$ cat config.mk
export PLATFORM = sky130hd
export DESIGN_NAME = cond_alu_seq
export DESIGN_NICKNAME = d
export VERILOG_FILES = /design/src/rtl/cond_alu_seq.sv
export SDC_FILE = /design/constraint.sdc
export NUM_CORES = 1
export LEC_CHECK = 0
export BUFFER_PORTS_ARGS = -buffer_cell sky130_fd_sc_hd__clkbuf_2
export CAP_MARGIN = 10
export CORE_MARGIN = 10
export CORE_UTILIZATION = 40
export CTS_CLUSTER_DIAMETER = 50
export CTS_CLUSTER_SIZE = 25
export DETAILED_ROUTE_END_ITERATION = 8
export GPL_TIMING_DRIVEN = 0
export PLACE_DENSITY = 0.66
export SETUP_SLACK_MARGIN = 0.1
export SYNTH_ARGS = -nofsm -noshare
export SYNTH_HDL_FRONTEND = slang
export SYNTH_SLANG_ARGS = --single-unit
$ cat constraint.sdc
create_clock -name clk -period 3.4 [get_ports clk]
set_clock_uncertainty 0.15 [all_clocks]
set_input_delay 0.34 -clock clk [delete_from_list [all_inputs] [get_ports clk]]
set_output_delay 0.34 -clock clk [all_outputs]
set_load 0.1 [all_outputs]
$ cat src/rtl/cond_alu_seq.sv
// rtl/cond_alu_seq.sv - sequential ALU stage producing a result and NZCV flags for the flag register
//
// Purpose: accepts one operation per start/done handshake. Single-cycle ops
// write result/flags on the accept edge. MUL is an iterative shift-add that
// writes result/flags after WIDTH further edges.
//
// Ports:
//   clk        rising-edge clock
//   reset      asynchronous, active-low reset
//   start      request, accepted only while busy=0
//   op         opcode, sampled at accept
//   a, b       operands, sampled at accept
//   flags_in   current NZCV ([3]=N,[2]=Z,[1]=C,[0]=V), sampled at accept
//   busy       high while an operation is in flight
//   done       one-cycle completion pulse
//   result     registered result
//   flags_out  registered NZCV, same bit order as flags_in
//   flags_we   equals done; write enable for the flag register

module cond_alu_seq #(
    parameter int WIDTH = 8
) (
    input  logic             clk,
    input  logic             reset,
    input  logic             start,
    input  logic [2:0]       op,
    input  logic [WIDTH-1:0] a,
    input  logic [WIDTH-1:0] b,
    input  logic [3:0]       flags_in,
    output logic             busy,
    output logic             done,
    output logic [WIDTH-1:0] result,
    output logic [3:0]       flags_out,
    output logic             flags_we
);

    localparam int CW = $clog2(WIDTH + 1);

    localparam logic [2:0] OP_ADD = 3'b000;
    localparam logic [2:0] OP_SUB = 3'b001;
    localparam logic [2:0] OP_ADC = 3'b010;
    localparam logic [2:0] OP_AND = 3'b011;
    localparam logic [2:0] OP_OR  = 3'b100;
    localparam logic [2:0] OP_XOR = 3'b101;
    localparam logic [2:0] OP_MUL = 3'b110;
    localparam logic [2:0] OP_CMP = 3'b111;

    typedef enum logic [1:0] {
        S_IDLE = 2'd0,
        S_MUL  = 2'd1,
        S_DONE = 2'd2
    } state_t;

    state_t                 state_q,  state_d;
    logic [WIDTH-1:0]       result_q, result_d;
    logic [3:0]             flags_q,  flags_d;
    logic [CW-1:0]          cnt_q,    cnt_d;
    logic [2*WIDTH-1:0]     acc_q,    acc_d;
    logic [2*WIDTH-1:0]     a_sh_q,   a_sh_d;
    logic [WIDTH-1:0]       b_sh_q,   b_sh_d;

    // Shared adder for ADD/SUB/ADC/CMP: a + addend + carry_in
    logic [WIDTH-1:0]       addend;
    logic                   add_cin;
    logic [WIDTH:0]         sum_ext;
    logic [WIDTH-1:0]       sum;
    logic                   add_c;
    logic                   add_v;
    logic [WIDTH-1:0]       logic_res;
    logic [2*WIDTH-1:0]     acc_nxt;

    always_comb begin
        addend  = b;
        add_cin = 1'b0;
        case (op)
            OP_SUB, OP_CMP: begin
                addend  = ~b;
                add_cin = 1'b1;
            end
            OP_ADC:  add_cin = flags_in[1];
            default: ;
        endcase
        sum_ext = (WIDTH+1)'(a) + (WIDTH+1)'(addend) + (WIDTH+1)'(add_cin);
        sum     = sum_ext[WIDTH-1:0];
        add_c   = sum_ext[WIDTH];
        // Signed overflow: same-sign inputs to the adder, differently-signed sum
        add_v   = (a[WIDTH-1] == addend[WIDTH-1]) && (sum[WIDTH-1] != a[WIDTH-1]);

        case (op)
            OP_AND:  logic_res = a & b;
            OP_OR:   logic_res = a | b;
            default: logic_res = a ^ b;
        endcase

        acc_nxt = acc_q + (b_sh_q[0] ? a_sh_q : '0);
    end

    always_comb begin
        state_d  = state_q;
        result_d = result_q;
        flags_d  = flags_q;
        cnt_d    = cnt_q;
        acc_d    = acc_q;
        a_sh_d   = a_sh_q;
        b_sh_d   = b_sh_q;

        case (state_q)
            S_IDLE: begin
                if (start) begin
                    case (op)
                        OP_MUL: begin
                            state_d = S_MUL;
                            cnt_d   = '0;
                            acc_d   = '0;
                            a_sh_d  = {{WIDTH{1'b0}}, a};
                            b_sh_d  = b;
                        end
                        OP_ADD, OP_SUB, OP_ADC: begin
                            state_d  = S_DONE;
                            result_d = sum;
                            flags_d  = {sum[WIDTH-1], sum == '0, add_c, add_v};
                        end
                        OP_CMP: begin
                            state_d = S_DONE;
                            flags_d = {sum[WIDTH-1], sum == '0, add_c, add_v};
                        end
                        default: begin
                            state_d  = S_DONE;
                            result_d = logic_res;
                            flags_d  = {logic_res[WIDTH-1], logic_res == '0,
                                        flags_in[1], flags_in[0]};
                        end
                    endcase
                end
            end
            S_MUL: begin
                acc_d  = acc_nxt;
                a_sh_d = a_sh_q << 1;
                b_sh_d = b_sh_q >> 1;
                cnt_d  = cnt_q + CW'(1);
                if (cnt_q == CW'(WIDTH - 1)) begin
                    state_d  = S_DONE;
                    result_d = acc_nxt[WIDTH-1:0];
                    flags_d  = {acc_nxt[WIDTH-1], acc_nxt[WIDTH-1:0] == '0,
                                |acc_nxt[2*WIDTH-1:WIDTH], 1'b0};
                end
            end
            S_DONE: begin
                state_d = S_IDLE;
            end
            default: begin
                state_d = S_IDLE;
            end
        endcase
    end

    always_ff @(posedge clk or negedge reset) begin
        if (!reset) begin
            state_q  <= S_IDLE;
            result_q <= '0;
            flags_q  <= '0;
            cnt_q    <= '0;
            acc_q    <= '0;
            a_sh_q   <= '0;
            b_sh_q   <= '0;
        end else begin
            state_q  <= state_d;
            result_q <= result_d;
            flags_q  <= flags_d;
            cnt_q    <= cnt_d;
            acc_q    <= acc_d;
            a_sh_q   <= a_sh_d;
            b_sh_q   <= b_sh_d;
        end
    end

    assign busy      = (state_q != S_IDLE);
    assign done      = (state_q == S_DONE);
    assign flags_we  = done;
    assign result    = result_q;
    assign flags_out = flags_q;

endmodule

# After elaboration in Yosys (flattened, before gate mapping)
# Index checks and enable logic that the tools add are counted.
[word_totals] regBits=58 wordCells=76 output_inout_bits=15 inputBits=26
[classes] n_eq_ne=16 bitwise=4 n_reduce_logical=17 n_mux=28 n_addsub=4
[ops] op="two-way mux 16 bit" n=5
[ops] op="one-hot mux 16 bit (2 select lines)" n=2
[ops] op="one-hot mux 8 bit (2 select lines)" n=4
[ops] op="two-way mux 8 bit" n=5
[ops] op="zero test 8 bit" n=3
[ops] op="one-hot mux 4 bit (2 select lines)" n=3
[ops] op="adder 16 bit" n=1
[ops] op="two-way mux 4 bit" n=4
[ops] op="adder 8 x 8 -> 9 bit" n=1
[ops] op="adder 9 x 1 -> 9 bit" n=1
[ops] op="== test 3 bit, second input constant" n=3
[ops] op="bitwise AND 8 bit" n=1
[ops] op="inequality test 2 bit, second input constant" n=4
[ops] op="inverter 8 bit" n=1
[ops] op="bitwise OR 8 bit" n=1
[ops] op="AND reduction 4 bit" n=2
[ops] op="OR reduction 8 bit" n=1
[ops] op="XOR 8 bit" n=1
[ops] op="== test 3 x 2 -> 1 bit, second input constant" n=2
[ops] op="two-way mux 2 bit" n=3
[ops] op="adder 4 x 1 -> 4 bit, second input constant" n=1
[ops] op="== test 4 x 3 -> 1 bit, second input constant" n=1
[ops] op="one-hot mux 2 bit (2 select lines)" n=1
[ops] op="nonzero test 2 bit" n=2
[ops] op="other kinds (15)" n=16

# Logic depth before layout (Yosys ltp)
# Gate-level depths: netlist (run 1).
[depth] word_depth=10 ltp_mapped=16 depth_no_buf=14

# Worst setup path before layout (run 1)
# No wires, ideal clock.
[synth_timing] kind="input -> register" startpoint="input port op[2]" endpoint="register flags_q[2], in the netlist flags_out[2]" required_time_ns=3.167 setup_slack_ns=-0.233 path_buffers=2 setup_ns=0.083 stages=12 t_arrival_ns=3.401 cell_sequence="buf_2 buf_1 xnor2_1 nand2_1 xnor2_1 fa_1 inv_1 fa_1 or4b_2 nor4_1 a21oi_1 o21ai_0"
[synth_via] elab_chain_cells=9 elab_cells_between_ends=21 classes_between="add/sub: 2; eq/ne: 7; mux: 6; reduce/logical: 6"
[synth_lines] item="from (decl)" line_no="26" source="input logic [2:0] op,"
[synth_lines] item="== test 3 bit or == test 3 x 1 -> 1 bit (tied branches)" line_no="75, 110"
[synth_lines] item="OR reduction 2 bit" line_no="75" source="case (op)"
[synth_lines] item="two-way mux 8 bit" line_no="75"
[synth_lines] item="adder 8 x 8 -> 9 bit" line_no="83" source="sum_ext = (WIDTH+1)'(a) + (WIDTH+1)'(addend) + (WIDTH+1)'(add_cin);"
[synth_lines] item="adder 9 x 1 -> 9 bit" line_no="83"
[synth_lines] item="zero test 8 bit" line_no="121, 125"
[synth_lines] item="one-hot mux 4 bit (2 select lines)" line_no="110" source="case (op)"
[synth_lines] item="two-way mux 4 bit" line_no="109" source="if (start) begin"
[synth_lines] item="one-hot mux 4 bit (2 select lines)" line_no="107" source="case (state_q)"
[synth_lines] item="to (signal assigned)" line_no="169" source="flags_q <= flags_d;"
[synth_lines] item="to (decl)" line_no="56" source="logic [3:0] flags_q, flags_d;"
# Parallel ways exist; a longest one is shown, timed or not. The select of a mux whose other input is x is not followed.
# A chain may end at the register's enable or synchronous reset.

# Final worst setup path (run 1)
# Ends and elaborated chain as after synthesis.

==> results of run 1 <==
## through the flow
step / setup WS (ps) / hold WS (ps) / total power (W) / TNS [ps]
4_1_cts: 116 / 141 / 0.00438 / 0
5_1_grt: 58.1 / 169 / 0.00478 / 0
6_report: 210 / 154 / 0.00445 / 0
3_3_place_gp: -386 / 321 / 0.00367 / -1850
3_5_place_dp: -538 / 331 / 0.00374 / -2760
2_1_floorplan: -32.7 / -106 / 0.00317 / -32.7
## worst max-delay path by stage
| stage | to | startpoint |
|---|---|---|
| 4_1_cts | acc_q[15] | b_sh_q[0] |
| 6_report | flags_out[2] | op[2] |
| 3_5_place_dp | flags_out[2] | op[0] |
| 2_1_floorplan | flags_out[2] | op[1] |
| 3_3_place_gp | flags_out[2] | op[1] |
| 5_1_grt | flags_out[2] | op[2] |
## cell type report
type                       count  area, µm²  area share
timing repair buffer          40        218      0.0429
tap                          140        175      0.0345
sequential                    58       1450       0.286
multi-input combinational    404       2830       0.558
inverter                      20       75.1      0.0148
clock buffer                  10        138      0.0271
buffer                        28        133      0.0261
clock inverter                 6       48.8     0.00962
## metal layers
| layer | wire length [µm] | track usage |
|---|---|---|
| met5 | 0 | 0 |
| met4 | 249 | 0.0535 |
| met3 | 416 | 0.0249 |
| met2 | 6270 | 0.274 |
| met1 | 5490 | 0.185 |
## state kept, by name, summed over array words and instances (netlist names)
register,flops
result,8
a_sh_q,16
acc_q,16
b_sh_q,8
flags_out,4
cnt_q,4
state_q,2
## critical path, cell delays in order
cell,delay (ps)
buf_2,220
buf_6,200
xnor2_4,130
nand2_2,120
xnor2_2,160
fa_1,410
inv_1,80
fa_1,430
or4b_2,700
nor4_2,160
a21oi_1,110
o21ai_0,220
## cell families after synthesis
logic type	count (synthesis)	share of synthesized area
compound gates	147	0.209
xor+xnor	30	0.0596
fa+ha+maj	42	0.124
buf+inv	48	0.0428
flops	58	0.329
mux	26	0.0610
simple gates	159	0.174
## power by group
group	total [W]	leakage, nW	switching, W	internal (W)
clock	0.000624	0.0859	0.000332	0.000292
combinational	0.00259	1.48	0.00171	0.000879
sequential	0.00123	0.700	0.000240	0.000988
## cell usage after synthesis (all sizes together), types with 4 or more instances
cell	number
o211ai	7
xnor2	18
nor2	26
mux2	7
dfrtp	58
and2	15
ha	39
buf	6
a22oi	14
nand3	5
a21oi	26
a31oi	4
clkbuf	22
mux2i	19
nand2	72
o22ai	8
nor3	5
inv	20
o21ai	55
nand4	4
xor2	12
a21o	7
nor3b	10
nand2b	4
nor2b	7
o21a	7
## what timing repair did
action                                 in CTS  in global routing
endpoints found under the hold margin      28                  0
hold buffers                                1                  0
setup endpoints to repair                   5                  8
setup buffers                               3                  1
pin swaps                                   0                  1
gates resized for setup                     4                 18
==> metrics.txt, run 1 <==
Post-Synthesis Cells 510; Seq/Total Area, Yosys 0.329; largest net degree at the start of global routing 59; Clock Sink Count 58; final cell count without fillers 706; core area 10,800 µm²; height of the chip 125 µm; Worst Setup End Kind flop; dpl cell area 4770 µm²; area leader, netlist dfrtp_1; reg2reg start b_sh_q[0]; Worst-Margin Slew 958 ps; status finished, final reports clean; Startpoint Class input port; H-Tree Depth 3; reg2reg setup slack 340 ps; fmax 313 MHz; worst vdd ir 0.620 mV; ranking of synthesized cells by area dfrtp_1 (33%), ha_1 (11%), o21ai_0 (6.2%); Leakage 2.27 nW; Vias/cell 5.55; Post-synth EDFFs 0; chip width 125 µm; final net count 629; Routed WL per cell 17.6 µm; I/O pin cnt 41; Most used DFF post-synth dfrtp_1; Hold EP flags_out[0]; row cnt 38; cts bufs inserted 9; asr flop ratio synth 1.00; min-delay src flags_in[0]; Initial Util 0.407; Final Hold Viols 0; Critical Setup Path Class input port to flop; Mapped Area 4410 µm²; Slew headroom 0.361; Synth Register Bits 58; clk_lat worst skew 360 ps; Setup violations, final 0; CP required 3510 ps; layout cells sized above 1 0.161; clock slew seen by the registers of the worst setup and hold paths 80 ps; antenna violations before repair 0; dpl cells 685; period utilization 0.938; Die Area 15,600 µm²; Util after Layout 0.468; total congestion overflow 0; CP arrival 3300 ps; Worst Reg-to-Reg Cells 11; most frequent cells in the layout nand2_1 (71), dfrtp_1 (57), o21ai_0 (55), ha_1 (38), clkbuf_2 (37); Tot GR Track Use 0.155; worst min path class input port to flop; initial DRC count 245; Area growth syn-to-layout 15.0%; min Tclk post-route 3190 ps; commonest non-fill, non-tap cell in the layout nand2_1; PwrDens 876 nW/µm²; vias in the first global route 3,924; RSZ-0062 raised after global routing no; CTS tree yes; Antenna Nets Post-Route 0; DRC violations left 0; worst hold stages 3; Fill cells 1,073; DR vias 3,921; Yosys warnings 0; number of max-cap violations 0; I/O Buffers 35; GPL Wtd Cong 0.900; hpwl dp 9.42 mm; synthesized net count 578; antenna cells 0; CTS Buffer Depth 2; clock root cell clkbuf_8; DR pass1 iterations 7; RR Endpoint flags_out[1]; Post-Route WL 12.4 mm; Slew Limit Fails 0; global-route wire length before repair 20.2 mm; Post-Layout Inst Area 5070 µm²; post-synth cell types 53; CP Max Fanout 10; share of the synthesized area in the top cell type 0.329; Post-Syn Area per Cell 8.65 µm²
Note: power is estimated with default switching activity, not from simulation.
==> run 2, diff against run 1 <==
--- a/config.mk
+++ b/config.mk
@@ -8,13 +8,14 @@
 export BUFFER_PORTS_ARGS = -buffer_cell sky130_fd_sc_hd__clkbuf_2
 export CAP_MARGIN = 10
 export CORE_MARGIN = 10
-export CORE_UTILIZATION = 40
+export CORE_UTILIZATION = 30
 export CTS_CLUSTER_DIAMETER = 50
 export CTS_CLUSTER_SIZE = 25
 export DETAILED_ROUTE_END_ITERATION = 8
 export GPL_TIMING_DRIVEN = 0
-export PLACE_DENSITY = 0.66
+export PLACE_DENSITY = 0.55
 export SETUP_SLACK_MARGIN = 0.1
+export SLEW_MARGIN = 20
 export SYNTH_ARGS = -nofsm -noshare
 export SYNTH_HDL_FRONTEND = slang
 export SYNTH_SLANG_ARGS = --single-unit
==> constraint.sdc (replaced) <==
create_clock -name clk -period 3.35 [get_ports clk]
set_clock_uncertainty 0.15 [all_clocks]
set_input_delay 0.335 -clock clk [delete_from_list [all_inputs] [get_ports clk]]
set_output_delay 0.335 -clock clk [all_outputs]
set_load 0.1 [all_outputs]
==> metrics.txt, run 2 (synthesis results as in run 1) <==
Slew headroom 0.408; Area growth syn-to-layout 19.2%; commonest non-fill, non-tap cell in the layout nand2_1; cell mode on critical path fa_1; min Tclk post-route 3110 ps; global-route wire length before repair 21.5 mm; cts bufs inserted 9; final net count 629; initial DRC count 258; PwrDens 914 nW/µm²; GPL Wtd Cong 0.922; cells along the critical path clkbuf_2 -> buf_6 -> xnor2_4 -> nand2_4 -> xnor2_2 -> fa_1 -> inv_1 -> fa_1 -> or4b_2 -> nor4_2 -> a21oi_1 -> o21ai_1; CP required 3450 ps; antenna violations before repair 0; largest registers a_sh_q: 16 flops, acc_q: 16 flops; clk_lat worst skew 330 ps; Fill cells 1,533; Final Total Pwr 0.00481 W; largest net degree at the start of global routing 31; CP Max Fanout 10; DRC violations left 0; I/O Buffers 35; vias in the first global route 4,071; H-Tree Depth 3; Setup violations, final 0; crit path to flags_out[2]; CP max-delay cell or4b_2; row cnt 44; chip width 141 µm; number of max-cap violations 0; Vias/cell 5.22; height of the chip 141 µm; core area 14,500 µm²; CTS Buffer Depth 2; CP arrival 3210 ps; layout cells sized above 1 0.157; Antenna Nets Post-Route 0; Leakage 2.34 nW; worst min path class input port to flop; antenna cells 0; Tot GR Track Use 0.133; Final Hold Viols 0; Die Area 20,000 µm²; DR pass1 iterations 4; Critical Setup Path Class input port to flop; Routed WL per cell 17.5 µm; max incr delay on CP 710 ps; Worst Setup End Kind flop; CTS tree yes; hpwl dp 10.0 mm; reg2reg setup slack 280 ps; RR Endpoint acc_q[15]; RSZ-0062 raised after global routing no; Initial Util 0.305; WHS 166 ps; DR vias 3,915; fmax 322 MHz; period utilization 0.927; Clock Sink Count 58; total congestion overflow 0; worst vdd ir 0.495 mV; Startpoint Class input port; Slew Limit Fails 0; Worst-Margin Slew 888 ps; reg2reg start b_sh_q[0]; status finished, final reports clean; clock root cell clkbuf_16; I/O pin cnt 41; most frequent cells in the layout nand2_1 (71), dfrtp_1 (57), o21ai_0 (54), ha_1 (38), clkbuf_2 (36); CP Launch Point op[1]; clock slew seen by the registers of the worst setup and hold paths 50 ps; Post-Route WL 13.1 mm; Worst Reg-to-Reg Cells 11
-- run 2: cell count changes in the layout (fill, tap and decap cells not counted), moves of 2 or more --
cell and change:
clkbuf_1 +4, clkbuf_8 -10, inv_6 -3, clkinv_2 +2
clkinvlp_4 -3, buf_4 -2, clkbuf_16 +9
-- run 2: how the worst min path moves through the flow --
stage           startpoint      endpoint  slack (ps)  cells past startpoint
6_report       flags_in[0]  flags_out[0]         170                      3
4_1_cts        flags_in[0]  flags_out[0]         170                      3
3_5_place_dp         reset    a_sh_q[12]         190                      1
5_1_grt        flags_in[0]  flags_out[0]         190                      3
2_1_floorplan        reset     a_sh_q[0]        -110                      0
3_3_place_gp      acc_q[4]      acc_q[4]         320                      2
-- run 2: layout make-up --
cell class / count / area, µm² / area share
inverter: 20 / 75.1 / 0.0143
tap: 184 / 230 / 0.0438
clock buffer: 13 / 240 / 0.0457
timing repair buffer: 40 / 230 / 0.0438
buffer: 28 / 139 / 0.0264
clock inverter: 3 / 40.0 / 0.00762
sequential: 58 / 1450 / 0.276
multi-input combinational: 404 / 2850 / 0.542
-- run 2: power breakdown --
part | switching [W] | leakage (nW) | total [W] | internal, W
combinational | 0.00177 | 1.50 | 0.00267 | 0.000897
clock | 0.000314 | 0.138 | 0.000887 | 0.000574
sequential | 0.000243 | 0.700 | 0.00125 | 0.00101
total | 0.00233 | 2.34 | 0.00481 | 0.00248
-- run 2: critical path: cells and delay by family --
kind / cells / cell delay [ps]
buffers and inverters: 3 / 420
AO/OA/AOI/OAI: 2 / 260
XOR/XNOR: 2 / 350
AND/OR/NAND/NOR: 3 / 1000
adder cells (fa/ha/maj): 2 / 840
-- run 2: per-stage QoR --
stage	cell area [µm²]	setup WS [ps]	utilization	cells	setup TNS, ps
CTS	5170	61.7	0.357	747	0
detailed placement	4870	-599	0.336	730	-3810
finish	5260	245	0.363	750	0
global route	5260	77.6	0.363	750	0
floorplan	4440	-24.2	-	510	-24.2
global placement	4850	-579	0.335	729	-3600
-- run 2: per-layer routing --
metal / up-vias / global-route usage / share of wire
met3: 16 / 0.0287 / 0.043
met4: 0 / 0.0429 / 0.016
li1: 1916 / - / -
met1: 1909 / 0.174 / 0.47
met5: - / 0 / 0
met2: 74 / 0.213 / 0.47
-- run 2: what timing repair did --
item	4_1_cts	5_1_grt
endpoints found under the setup margin	9	11
pin swaps	0	4
buffers inserted	0	3
endpoints found under the hold margin	28	0
cloned	0	0
hold buffers	1	0
resized for setup	4	18
